--- src/rtl/instr_encoder.sv ---
// Packs opcode/operand field sets into 16-bit instruction words and writes them
// sequentially into program memory, tracking word count, fullness and illegal opcodes.
module instr_encoder #(
  parameter int ADDR_W = 6,
  parameter int DEPTH  = 64
) (
  input  logic              clk,
  input  logic              rst_n,
  input  logic              clear,
  input  logic              in_valid,
  output logic              in_ready,
  input  logic [3:0]        in_op,
  input  logic [5:0]        in_ri,
  input  logic [5:0]        in_rj,
  output logic              mem_we,
  output logic [ADDR_W-1:0] mem_addr,
  output logic [15:0]       mem_wdata,
  output logic [ADDR_W:0]   word_count,
  output logic              full,
  output logic              err_illegal
);

  localparam int CNT_W = ADDR_W + 1;

  typedef enum logic [1:0] {IDLE, ENC, WR} state_t;

  state_t      state_q, state_d;
  logic [3:0]  op_q;
  logic [5:0]  ri_q, rj_q;
  logic [15:0] word;
  logic        legal;

  assign full = (word_count == CNT_W'(DEPTH));

  // NOTE: every output of a combinational block gets a default first, so no path
  // through the case leaves it unassigned and a latch is never inferred.
  always_comb begin
    word  = {op_q, ri_q, rj_q};
    legal = 1'b1;
    unique case (op_q)
      4'b0000:          word = 16'h0000;
      4'b0101:          word = {4'b0101, 6'b0, ri_q};  // decoder reads NOT operand from [5:0]
      4'b0110, 4'b1110: legal = 1'b0;
      default:          word = {op_q, ri_q, rj_q};
    endcase
  end

  // State register
  // NOTE: sequential state is always written with non-blocking assignments so every
  // flop samples pre-edge values regardless of block ordering.
  always_ff @(posedge clk or negedge rst_n) begin
    if (!rst_n) state_q <= IDLE;
    else        state_q <= state_d;
  end

  // Next-state logic; clear overrides everything and aborts ENC/WR.
  always_comb begin
    state_d = state_q;
    if (clear) begin
      state_d = IDLE;
    end else begin
      unique case (state_q)
        IDLE:    if (in_valid && in_ready) state_d = ENC;
        ENC:     state_d = legal ? WR : IDLE;
        WR:      state_d = IDLE;
        default: state_d = IDLE;
      endcase
    end
  end

  // Output logic
  always_comb begin
    in_ready = (state_q == IDLE) && !full && !clear;
    mem_we   = (state_q == WR) && !clear;
  end

  // Datapath: field latches, encoded word, address, count and sticky error.
  always_ff @(posedge clk or negedge rst_n) begin
    if (!rst_n) begin
      op_q        <= '0;
      ri_q        <= '0;
      rj_q        <= '0;
      mem_wdata   <= '0;
      mem_addr    <= '0;
      word_count  <= '0;
      err_illegal <= 1'b0;
    end else if (clear) begin
      mem_addr    <= '0;
      word_count  <= '0;
      err_illegal <= 1'b0;
    end else begin
      unique case (state_q)
        IDLE: if (in_valid && in_ready) begin
          op_q <= in_op;
          ri_q <= in_ri;
          rj_q <= in_rj;
        end
        ENC: begin
          if (legal) mem_wdata   <= word;
          else       err_illegal <= 1'b1;
        end
        WR: begin
          // Natural ADDR_W-bit wrap; only reachable when DEPTH == 2**ADDR_W.
          mem_addr   <= mem_addr + ADDR_W'(1);
          word_count <= word_count + CNT_W'(1);
        end
        default: ;
      endcase
    end
  end

endmodule

--- config.mk ---
export PLATFORM = sky130hd
export DESIGN_NAME = instr_encoder
export DESIGN_NICKNAME = d
export VERILOG_FILES = /design/src/rtl/instr_encoder.sv
export SDC_FILE = /design/constraint.sdc
export NUM_CORES = 1
export LEC_CHECK = 0
export BUFFER_PORTS_ARGS = -buffer_cell sky130_fd_sc_hd__buf_4
export CAP_MARGIN = 20
export CORE_UTILIZATION = 30
export DETAILED_ROUTE_END_ITERATION = 8
export PLACE_DENSITY_LB_ADDON = 0.25
export SYNTH_ARGS = -nofsm -noshare
export SYNTH_HDL_FRONTEND = slang
export SYNTH_SLANG_ARGS = --single-unit
--- constraint.sdc ---
create_clock -name clk -period 2.4 [get_ports clk]
set_input_delay 0.36 -clock clk [delete_from_list [all_inputs] [get_ports clk]]
set_output_delay 0.36 -clock clk [all_outputs]
set_load 0.005 [all_outputs]
==> results.cfg <==
[routing]
drtIter0Drc = 71
vias = 1558
route.detailed.drc = 0
wl_um = 4680
ant_nets = 0
vias_per_cell = 4.74
first_pass_iters = 4
wl_per_cell_um = 14.2

[grt]
grt_overflow = 0
grt_max_degree = 49
antenna_found_initial = 0
grt_pass1_wl_um = 7800
grt_pass1_vias = 1529
grt_usage_pct = 13.6

[place]
port_buffers = 52
place.gp.congestion = 0.750
dp.final_hpwl_um = 3270

[sta]
fin_setup_tns_ns = 0
rsz0062_at_grt = false
finalClockSkew_ns = 0.0107
setup_viol = 0
relSlewSlack_pct = 59.5
final_hold_viol_count = 0
fin_crit_ns = 2.01
worst_pin_slew_ns = 0.608
timing.final.crit_share_pct = 83.6
clock.fmax_ghz = 0.498
slew_violations = 0

[clocking]
clkSinkCount = 48
worstSkewPairLatency_ns = 0.29
clock_path_buffers = 2
cts_resized = 0
post_cts_buffers = 0
cts_hold_buf = 0
clk_pin_slew_ns = 0.09
tritoncts = built
cts-htree-levels = 2
cts_root_buf = clkbuf_8
cts_made_buffers = 5

[die]
die_area_um2 = 7440
start_util_pct = 31.2
ios = 53
core_um2 = 6830
die_y_um = 86.3
die_x_um = 86.3
rows = 30

[setup_path]
max_stage_delay_ns = 0.47
worstPathMaxFanout = 9
cp-end-kind = flop
crit_family = compound AO/OA/AOI/OAI gates
path_class = flop to flop
path_buf_inv = 1
start_kind = flop
cp_data_required_time_ns = 2.59
slowest_stage = a31o_1
crit_chain = nor4_1 -> a31o_1 -> buf_4 -> mux2_4
cp.arrival_ns = 2.19

[power]
p_seq_share_pct = 49.6
p_sw_share_pct = 26.6
power_density_nw_per_um2 = 818
pwr-share-clk_pct = 26.9
p_switching_uw = 598
p_int_mw = 1.65
max-vdd-ir-drop_v = 0.000385
power_leakage_nw = 1.29
power_mw = 2.25
p_comb_share_pct = 23.6

[synth]
netlist_area_um2 = 2130
ys.warnings.count = 0
synthesis.nets = 196
synthCells = 173
synth-seq-cells = 48
ys_types = 38
synth_area_per_cell_um2 = 12.3
ys_seq_area_share_pct = 56.4

[final_layout]
fin_nets = 255
drive_gt1_share_pct = 37.8
num_antenna_cells = 0
post-route-util_pct = 40.3
syn_to_final_growth_pct = 29.3

[run_status]
status = complete, no violations

[worst_hold_path]
hold_path.class = primary input to asynchronous set/reset pin

[flow_run]
maxCapViolCount = 0
==> power groups by stage <==
| stage | Clock, mW | Combinational, mW | Sequential (mW) |
|---|---|---|---|
| 6_report | 0.605 | 0.531 | 1.12 |
| 5_1_grt | 0.671 | 0.574 | 1.14 |
| 4_1_cts | 0.630 | 0.540 | 1.12 |
| 3_5_place_dp | 0 | 0.538 | 1.13 |
| 3_3_place_gp | 0 | 0.529 | 1.13 |
| 2_1_floorplan | 0 | 0.262 | 1.10 |
==> Yosys cell counts <==
library cell / instances / area, um^2
mux2i_1: 2 / 20.0
and3_1: 1 / 6.26
clkbuf_1: 2 / 7.51
o211a_1: 1 / 10.0
buf_1: 1 / 3.75
dfrtp_1: 48 / 1200
or4_1: 1 / 7.51
buf_12: 1 / 20.0
or3b_2: 1 / 8.76
xnor2_1: 1 / 8.76
a31oi_1: 7 / 43.8
nor4bb_1: 1 / 10.0
nand4b_1: 2 / 17.5
xor2_1: 4 / 35.0
nand2_1: 9 / 33.8
o31ai_1: 1 / 7.51
inv_1: 4 / 15.0
or2_2: 1 / 6.26
buf_4: 1 / 7.51
mux2_2: 9 / 101
clkinv_1: 1 / 3.75
nand2b_1: 1 / 6.26
a22o_1: 6 / 52.6
o22a_1: 2 / 17.5
or4b_1: 1 / 10.0
a21oi_1: 13 / 65.1
o21ai_0: 12 / 60.1
mux2_4: 9 / 135
a31o_1: 1 / 8.76
nor2_1: 8 / 30.0
and3b_1: 1 / 8.76
ha_1: 3 / 37.5
nand3_1: 3 / 15.0
or3_1: 6 / 37.5
buf_6: 2 / 22.5
nor3b_2: 1 / 12.5
nand3b_1: 3 / 22.5
nor4_1: 2 / 12.5
==> cells in the final DEF, fill, tap and decap left out, types with 2 or more instances in the layout <==
master	count
or3_1	6
ha_1	3
clkbuf_8	6
o22a_1	2
nor4_1	2
a21oi_1	13
buf_4	59
mux2_4	9
inv_1	4
xor2_1	4
dfrtp_1	48
nand4b_1	2
nand3_1	3
o21ai_0	12
mux2_2	9
nor2_1	8
nand3b_1	3
a22o_1	6
nand2_1	9
mux2i_1	2
a31oi_1	7
==> cell families (layout without fill, tap and decap cells) <==
| family | after synthesis | in the layout | synth area share, % |
|---|---|---|---|
| compound gates | 43 | 43 | 12.5 |
| xor+xnor | 5 | 5 | 2.06 |
| fa+ha+maj | 3 | 3 | 1.76 |
| buf+inv | 12 | 72 | 3.76 |
| flops | 48 | 48 | 56.4 |
| mux | 20 | 20 | 12.0 |
| simple gates | 42 | 42 | 11.5 |
==> cell type report <==
class                   instances  area, um^2
clock inverters                 2        38.8
fillers                       691        4080
multi-input cells             113         848
well taps                      96         120
flip-flops and latches         48        1200
inverters                       5        18.8
repair buffers                 59         443
clock buffers                   6        82.6
==> stage by stage <==
stage          setup slack [ns]  area [um^2]  hold WS (ns)  cells
4_1_cts                   0.384         2750        0.0926    329
2_1_floorplan             0.547         2130        0.0644    173
3_3_place_gp              0.384         2630         0.417    321
5_1_grt                   0.199         2750         0.111    329
6_report                  0.394         2750        0.0697    329
3_5_place_dp              0.354         2630         0.413    321
==> worst paths after layout <==
kind                                from       endpoint  slack (ns)  depth (start not counted)
setup / recovery           word_count[4]        op_q[0]        0.39                          4
hold / removal                     rst_n  word_count[2]        0.07                          1
setup reg to reg           word_count[4]        op_q[0]        0.39                          4
hold reg to reg              err_illegal    err_illegal        0.51                          2
max in group asynchronous          rst_n     state_q[1]        1.92                          1
min in group clk                in_ri[5]        ri_q[5]        0.29                          2
==> sequential cells by signal (all words and copies together), names as in the netlist <==
signal / cells
err_illegal: 1
mem_addr: 6
mem_wdata: 16
op_q: 4
ri_q: 6
rj_q: 6
state_q: 2
word_count: 7
==> metal layers <==
layer	part of all wire, %	vias to the layer above	GRT usage (%)
li1	-	742	-
met2	44	53	20.3
met5	0	-	0
met1	49	759	19.3
met3	5.8	4	3.71
met4	0.81	0	4.09
Power figures use the tool's default switching activity.
